==> config.mk <==
export PLATFORM = sky130hd
export DESIGN_NAME = ni_out_buffer_mvc
export DESIGN_NICKNAME = d
export VERILOG_FILES = /design/src/rtl/ni_out_buffer_mvc.sv
export SDC_FILE = /design/constraint.sdc
export NUM_CORES = 1
export LEC_CHECK = 0
export CAP_MARGIN = 20
export CORE_ASPECT_RATIO = 2
export CORE_MARGIN = 10
export CORE_UTILIZATION = 30
export DETAILED_ROUTE_END_ITERATION = 10
export PLACE_DENSITY = 0.44
export SYNTH_ARGS = -nofsm -noshare
export SYNTH_HDL_FRONTEND = slang
export SYNTH_SLANG_ARGS = --single-unit
==> constraint.sdc <==
create_clock -name clk -period 11.4 [get_ports clk]
set_clock_uncertainty 0.2 [all_clocks]
set_input_delay 2.85 -clock clk [delete_from_list [all_inputs] [get_ports clk]]
set_output_delay 2.85 -clock clk [all_outputs]
set_load 0.05 [all_outputs]
==> src/rtl/ni_out_buffer_mvc.sv <==
// Multi-VC NI output buffer: one flit FIFO per virtual channel, packet-atomic
// round-robin arbitration and per-VC credit flow control toward the switch.
module ni_out_buffer_mvc #(
  parameter int FLIT_WIDTH = 80,
  parameter int NUM_VC     = 2,
  parameter int VCW        = 1,
  parameter int DEPTH      = 6,
  parameter int LOG_DEPTH  = 3,
  parameter int CREDITS    = 4
) (
  input  logic                  clk,
  input  logic                  rst,
  input  logic [FLIT_WIDTH-1:0] data_in,
  input  logic                  tail_in,
  input  logic [VCW-1:0]        write_vc,
  input  logic                  write,
  output logic [NUM_VC-1:0]     full,
  output logic [FLIT_WIDTH-1:0] FLIT_out,
  output logic                  VALID_out,
  output logic [VCW-1:0]        VC_out,
  output logic                  TAIL_out,
  input  logic [NUM_VC-1:0]     CREDIT_in
);

  localparam int                   EW        = FLIT_WIDTH + 1;
  localparam logic [3:0]           CRED_INIT = 4'(CREDITS);
  localparam logic [LOG_DEPTH-1:0] DEPTH_L   = LOG_DEPTH'(DEPTH);
  localparam logic [LOG_DEPTH-1:0] LAST_L    = LOG_DEPTH'(DEPTH - 1);

  typedef enum logic {
    ARB_OPEN,
    ARB_LOCKED
  } arb_state_t;

  // Per-VC storage: entry = {tail, flit}
  logic [EW-1:0]         r_mem   [NUM_VC][DEPTH];
  logic [LOG_DEPTH-1:0]  r_wptr  [NUM_VC];
  logic [LOG_DEPTH-1:0]  r_rptr  [NUM_VC];
  logic [LOG_DEPTH-1:0]  r_count [NUM_VC];
  logic [3:0]            r_credit[NUM_VC];

  arb_state_t            r_arb_state;
  arb_state_t            w_arb_next;
  logic [VCW-1:0]        r_lock_vc;
  logic [VCW-1:0]        w_lock_vc_next;
  logic [VCW-1:0]        r_rr_ptr;
  logic [VCW-1:0]        w_rr_next;

  logic [FLIT_WIDTH-1:0] r_flit_out;
  logic                  r_valid_out;
  logic [VCW-1:0]        r_vc_out;
  logic                  r_tail_out;

  logic [NUM_VC-1:0]     w_push;
  logic [NUM_VC-1:0]     w_pop;
  logic [NUM_VC-1:0]     w_elig;
  logic [NUM_VC-1:0]     w_ret;
  logic [NUM_VC-1:0]     w_cred_full;
  logic                  w_grant;
  logic [VCW-1:0]        w_gvc;
  logic [EW-1:0]         w_head;

  assign FLIT_out  = r_flit_out;
  assign VALID_out = r_valid_out;
  assign VC_out    = r_vc_out;
  assign TAIL_out  = r_tail_out;

  // Arbitration works only on registered state, so a flit written this cycle
  // can never be granted before the next edge.
  always_comb begin
    logic [VCW-1:0] idx;
    // NOTE: every combinational output gets a default first, so no path leaves
    // a signal unassigned and no latch is inferred.
    w_grant = 1'b0;
    w_gvc   = '0;
    idx     = '0;
    if (r_arb_state == ARB_LOCKED) begin
      w_gvc   = r_lock_vc;
      w_grant = w_elig[r_lock_vc];
    end else begin
      for (int i = 1; i <= NUM_VC; i++) begin
        idx = VCW'((int'(r_rr_ptr) + i) % NUM_VC);
        if (!w_grant && w_elig[idx]) begin
          w_grant = 1'b1;
          w_gvc   = idx;
        end
      end
    end
  end

  assign w_head = r_mem[w_gvc][r_rptr[w_gvc]];

  always_comb begin
    w_push      = '0;
    w_pop       = '0;
    w_elig      = '0;
    w_ret       = '0;
    w_cred_full = '0;
    full        = '0;
    for (int v = 0; v < NUM_VC; v++) begin
      full[v]        = (r_count[v] == DEPTH_L);
      w_elig[v]      = (r_count[v] != '0) && (r_credit[v] != '0);
      w_cred_full[v] = (r_credit[v] == CRED_INIT);
      // Returns beyond the initial allowance are bogus and dropped.
      w_ret[v]       = CREDIT_in[v] && !w_cred_full[v];
      // write_vc values beyond NUM_VC-1 match no v and are dropped here.
      w_push[v]      = write && (int'(write_vc) == v) && !full[v];
      w_pop[v]       = w_grant && (int'(w_gvc) == v);
    end
  end

  // Packet-lock FSM: a non-tail grant pins the link to that VC until its tail.
  always_comb begin
    w_arb_next     = r_arb_state;
    w_lock_vc_next = r_lock_vc;
    w_rr_next      = r_rr_ptr;
    if (w_grant) begin
      if (w_head[FLIT_WIDTH]) begin
        w_arb_next = ARB_OPEN;
        w_rr_next  = w_gvc;
      end else begin
        w_arb_next     = ARB_LOCKED;
        w_lock_vc_next = w_gvc;
      end
    end
  end

  // NOTE: sequential state uses non-blocking assignments so every register
  // samples the pre-edge values regardless of statement order.
  always_ff @(posedge clk or posedge rst) begin
    if (rst) begin
      r_arb_state <= ARB_OPEN;
      r_lock_vc   <= '0;
      r_rr_ptr    <= '0;
    end else begin
      r_arb_state <= w_arb_next;
      r_lock_vc   <= w_lock_vc_next;
      r_rr_ptr    <= w_rr_next;
    end
  end

  always_ff @(posedge clk or posedge rst) begin
    if (rst) begin
      for (int v = 0; v < NUM_VC; v++) begin
        r_wptr[v]   <= '0;
        r_rptr[v]   <= '0;
        r_count[v]  <= '0;
        r_credit[v] <= CRED_INIT;
      end
    end else begin
      for (int v = 0; v < NUM_VC; v++) begin
        if (w_push[v]) r_wptr[v] <= (r_wptr[v] == LAST_L) ? '0 : r_wptr[v] + 1'b1;
        if (w_pop[v])  r_rptr[v] <= (r_rptr[v] == LAST_L) ? '0 : r_rptr[v] + 1'b1;
        case ({w_push[v], w_pop[v]})
          2'b10:   r_count[v] <= r_count[v] + 1'b1;
          2'b01:   r_count[v] <= r_count[v] - 1'b1;
          default: r_count[v] <= r_count[v];
        endcase
        case ({w_ret[v], w_pop[v]})
          2'b10:   r_credit[v] <= r_credit[v] + 1'b1;
          2'b01:   r_credit[v] <= r_credit[v] - 1'b1;
          default: r_credit[v] <= r_credit[v];
        endcase
      end
    end
  end

  // NOTE: the flit array has no reset; the pointers and counts reset instead,
  // which makes any stale entry unreachable.
  always_ff @(posedge clk) begin
    for (int v = 0; v < NUM_VC; v++) begin
      if (w_push[v]) r_mem[v][r_wptr[v]] <= {tail_in, data_in};
    end
  end

  // Link register: flit fields hold their last value while no grant occurs.
  always_ff @(posedge clk or posedge rst) begin
    if (rst) begin
      r_flit_out  <= '0;
      r_valid_out <= 1'b0;
      r_vc_out    <= '0;
      r_tail_out  <= 1'b0;
    end else begin
      r_valid_out <= w_grant;
      if (w_grant) begin
        r_flit_out <= w_head[FLIT_WIDTH-1:0];
        r_vc_out   <= w_gvc;
        r_tail_out <= w_head[FLIT_WIDTH];
      end
    end
  end

  a_credit_overflow: assert property (
    @(posedge clk) disable iff (rst) (CREDIT_in & w_cred_full) == '0
  );

endmodule

==> out/results.md <==
| Stage | Result | Value |
|---|---|---|
| status | Outcome | completed |
| timing | Max Freq | 0.176 GHz |
| worst setup path | Largest fanout on the critical path | 42 |
| timing | Setup_tns | 0 ns |
| synthesis | Synth area leaders | sky130_fd_sc_hd__edfxtp_1 (69%), sky130_fd_sc_hd__mux2i_1 (12%), sky130_fd_sc_hd__dfrtp_1 (6.5%) |
| placed design | Setup slack at placement | 4.87 ns |
| placed design | Final weighted congestion in routability-driven placement | 0.716 |
| pwr | Power per cell area | 278 nW/um^2 |
| synthesis | Most instantiated cells after synthesis | sky130_fd_sc_hd__edfxtp_1 (972), sky130_fd_sc_hd__mux2i_1 (489), sky130_fd_sc_hd__nor2_1 (174), sky130_fd_sc_hd__o22ai_1 (162), sky130_fd_sc_hd__nor3_1 (158) |
| floorplan | Y dimension of the die | 549 microns |
| worst setup path | Worst r2r dst | r_credit[2]$_DFFE_PP1P_ |
| clocking | CTS buffer count | 101 |
| timing | Final count of hold timing violations | 0 |
| synthesis | Per-instance average area after synthesis | 16.8 sq um |
| timing | Count of endpoints failing setup in the final report | 0 |
| cells and area | Final standard cell utilization of the core | 0.354 |
| global routing | Sum of overflow across all layers after global routing | 0 |
| synthesis | Share of the synthesized area in the top cell type | 0.694 |
| clocking | Buffers inserted during post-CTS setup optimization | 0 |
| pwr | Leakage power summed over all cells | 17.0 nW |
| timing | Shortest clock period the worst path allows after layout | 5.67 ns |
| floorplan | Total I/O pin count | 172 |
| worst setup path | Setup crit start | write |
| timing | RSZ-0062 raised after global routing | false |
| route | Pre-antenna DRT Iters | 5 |
| placed design | Total half-perimeter wirelength after legalization and detailed placement | 64.9 mm |
| floorplan | Placement row count | 194 |
| min path | Worst hold path cell count | 2 |
| synthesis | Number of storage elements in the synthesis netlist | 1084 |
| clocking | Clock tree from TritonCTS | done |
| route | DR WL/cell | 23.1 microns |
| synthesis | Sequential-to-total area share from yosys stat | 0.761 |
| worst setup path | Max incr delay on CP | 0.69 ns |
| clocking | H-tree lvl count | 3 |
| worst setup path | Critical setup path kind | in2reg |
| clocking | # hold bufs at CTS | 0 |
| floorplan | Die outline area | 156000 sq um |
| clocking | Resized Gates After CTS | 0 |
| worst setup path | CP arrival | 5.81 ns |
| timing | Final clock period utilization by the worst path | 0.498 |
| worst setup path | Critical path cell sequence | clkdlybuf4s50_1 -> or3b_1 -> or2_1 -> nor3b_2 -> buf_4 -> buf_4 |
| global routing | Vias in the first global route | 23600 |
| cells and area | # nets final | 2771 |
| global routing | Largest net degree at the start of global routing | 69 |
| timing | Post-route worst hold slack | 0.284 ns |
| synthesis | Prevailing post-synth register cell | sky130_fd_sc_hd__edfxtp_1 |
| timing | Worst-Margin Slew | 1.08 ns |
| worst setup path | Data required time at the worst endpoint | 11.54 ns |
| clocking | Buffers from clock root to sink, at most | 3 |
| placed design | IO Port Bufs | 171 |
| route | Total vias in the final route | 21800 |
| cells and area | Share of layout cells above drive strength 1 | 0.105 |
| synthesis | Count of mapped cells out of synthesis | 2496 |
| clocking | CTS sink cnt | 1084 |
| placed design | Cell Count Post-Placement | 4433 |
| floorplan | Starting density of the core | 0.301 |
| worst setup path | Flop2flop setup slack | 7.41 ns |
| timing | Final-report max-slew violation count | 0 |
| min path | Startpoint of the tightest hold check path | FLIT_out[37]$_DFFE_PP0N_ |
| synthesis | Most repeated cell in the gate-level netlist after synthesis | sky130_fd_sc_hd__edfxtp_1 |
| clocking | Clock-pin slew on the worst setup and hold paths | 0.07 ns |
| synthesis | Leading area contributor after synthesis | sky130_fd_sc_hd__edfxtp_1 |
| global routing | Global-route wire length before repair | 158 mm |
| worst setup path | Path depth of the worst reg2reg path | 12 |
| route | Iteration-0 DRC count of the detailed router | 1169 |
| timing | Worst max-slew margin expressed relative to the limit | 0.281 |
| synthesis | Unique cell type count in the Yosys netlist | 46 |
| synthesis | Number of enable flip-flop cells after synthesis | 972 |
| cells and area | Area growth from synthesis to layout | 17.4% |
| min path | Worst min-delay path endpoint | FLIT_out[37]$_DFFE_PP0N_ |
| route | DRC violations left | 0 |
| worst setup path | Endpoint type of the worst setup path | flip-flop |
| synthesis | Nets in the synthesized netlist | 2593 |
| global routing | GRT Overall Usage | 0.135 |
| min path | Worst hold path class | reg2reg |
| floorplan | Floorplan Core Area | 140000 sq um |
| synthesis | FFs w/ async S/R, synth | 0.103 |
| cells and area | Post-route insts no fill | 4628 |
| route | Average vias per placed instance | 4.70 |
| timing | Final setup margin | 5.73 ns |
| clocking | Worst-Skew Late Latency | 0.72 ns |
| route | Wire length after detailed routing | 107 mm |
| worst setup path | Most common cell type on the critical path | sky130_fd_sc_hd__buf_4 |
| synthesis | Netlist area before placement | 42100 sq um |
| pwr | Worst IR drop on VDD | 0.170 mV |
| worst setup path | Kind of start point of the critical path | primary input |
| worst setup path | Worst path slowest cell | sky130_fd_sc_hd__buf_4 |
| global routing | Number of antenna violations at the first check in global routing | 5 |
| worst setup path | Reg-to-Reg Start | r_credit[1]$_DFFE_PP0P_ |
| floorplan | Die Span X | 285 microns |
| route | Number of nets with antenna violations after routing | 0 |
| synthesis | Number of warning messages in the yosys log | 0 |
| clocking | Clock Tree Root | sky130_fd_sc_hd__clkbuf_16 |
| job | Max-cap violations | 0 |
routing by layer:
metal	part of all wire	GRT usage	vias to the layer above	routed length (microns)
met5	0.00029	0	-	31
met4	0.023	0.0424	4	2420
met3	0.039	0.0244	128	4160
met2	0.55	0.254	389	58400
met1	0.39	0.151	11200	41900
li1	-	-	10100	-
area by class of cell:
type	instances	area (sq um)
multi-input cells	1255	9540
fillers	13200	90200
clock inverters	49	502
clock buffers	143	2840
diodes	3	7.51
repair buffers	218	2080
flip-flops and latches	1084	32000
well taps	1862	2330
inverters	14	57.6
flip-flops by register name, summed over array words and instances, names as in the netlist:
| signal | count |
|---|---|
| VALID_out | 1 |
| r_count | 6 |
| r_lock_vc | 1 |
| VC_out | 1 |
| r_arb_state | 1 |
| r_rr_ptr | 1 |
| TAIL_out | 1 |
| r_mem | 972 |
| r_wptr | 6 |
| r_credit | 8 |
| r_rptr | 6 |
| FLIT_out | 80 |
stage by stage:
| stage | area, sq um | power [mW] |
|---|---|---|
| after detailed placement | 46000 | 10.5 |
| final | 49400 | 13.7 |
| after CTS | 49300 | 14.0 |
| after global routing | 49300 | 14.5 |
| after global placement | 46000 | 10.5 |
| after floorplan | 42100 | 8.80 |
critical path, delay by kind of cell:
family / cells / cell delay, ns
AND/OR/NAND/NOR: 3 / 1.14
buffers and inverters: 3 / 1.76
layout by cell type, fill, tap and decap left out, types with 3 or more instances in the layout:
cell type	n
sky130_fd_sc_hd__nor3_1	154
sky130_fd_sc_hd__edfxtp_1	972
sky130_fd_sc_hd__o31ai_1	47
sky130_fd_sc_hd__mux2_2	9
sky130_fd_sc_hd__dfrtp_1	108
sky130_fd_sc_hd__clkbuf_8	11
sky130_fd_sc_hd__o22ai_1	162
sky130_fd_sc_hd__buf_4	46
sky130_fd_sc_hd__clkinv_1	6
sky130_fd_sc_hd__ha_1	8
sky130_fd_sc_hd__nor2_1	169
sky130_fd_sc_hd__clkinv_2	24
sky130_fd_sc_hd__a21o_1	5
sky130_fd_sc_hd__xor2_1	10
sky130_fd_sc_hd__nand2b_1	5
sky130_fd_sc_hd__o32ai_1	3
sky130_fd_sc_hd__diode_2	3
sky130_fd_sc_hd__clkbuf_16	103
sky130_fd_sc_hd__o31ai_2	37
sky130_fd_sc_hd__nor2_4	5
sky130_fd_sc_hd__bufinv_16	7
sky130_fd_sc_hd__xnor2_1	10
sky130_fd_sc_hd__clkdlybuf4s50_1	171
sky130_fd_sc_hd__clkbuf_1	29
sky130_fd_sc_hd__inv_1	13
sky130_fd_sc_hd__nor3_2	15
sky130_fd_sc_hd__nand2_1	91
sky130_fd_sc_hd__clkinvlp_4	6
sky130_fd_sc_hd__a31oi_1	3
sky130_fd_sc_hd__nand2_4	4
sky130_fd_sc_hd__mux2i_1	489
report_power, final:
group | leakage, nW | internal (mW) | switching, mW
Sequential | 10.1 | 4.90 | 0.353
Combinational | 5.27 | 1.79 | 3.27
Clock | 1.63 | 1.91 | 1.50
cells by family after synthesis:
kind of cell / after synthesis / synth area share
fa+ha+maj: 10 / 0.00333
compound gates: 269 / 0.0477
flops: 1084 / 0.761
buf+inv: 157 / 0.0164
mux: 498 / 0.119
simple gates: 458 / 0.0488
xor+xnor: 20 / 0.00417
worst max path at each step:
stage	end
2_1_floorplan	r_mem[0][162]$_DFFE_PP_
3_3_place_gp	r_mem[0][206]$_DFFE_PP_
3_5_place_dp	r_mem[0][206]$_DFFE_PP_
4_1_cts	r_mem[0][215]$_DFFE_PP_
5_1_grt	r_mem[0][215]$_DFFE_PP_
6_report	r_mem[0][215]$_DFFE_PP_
Note: power is estimated with default switching activity, not from simulation.
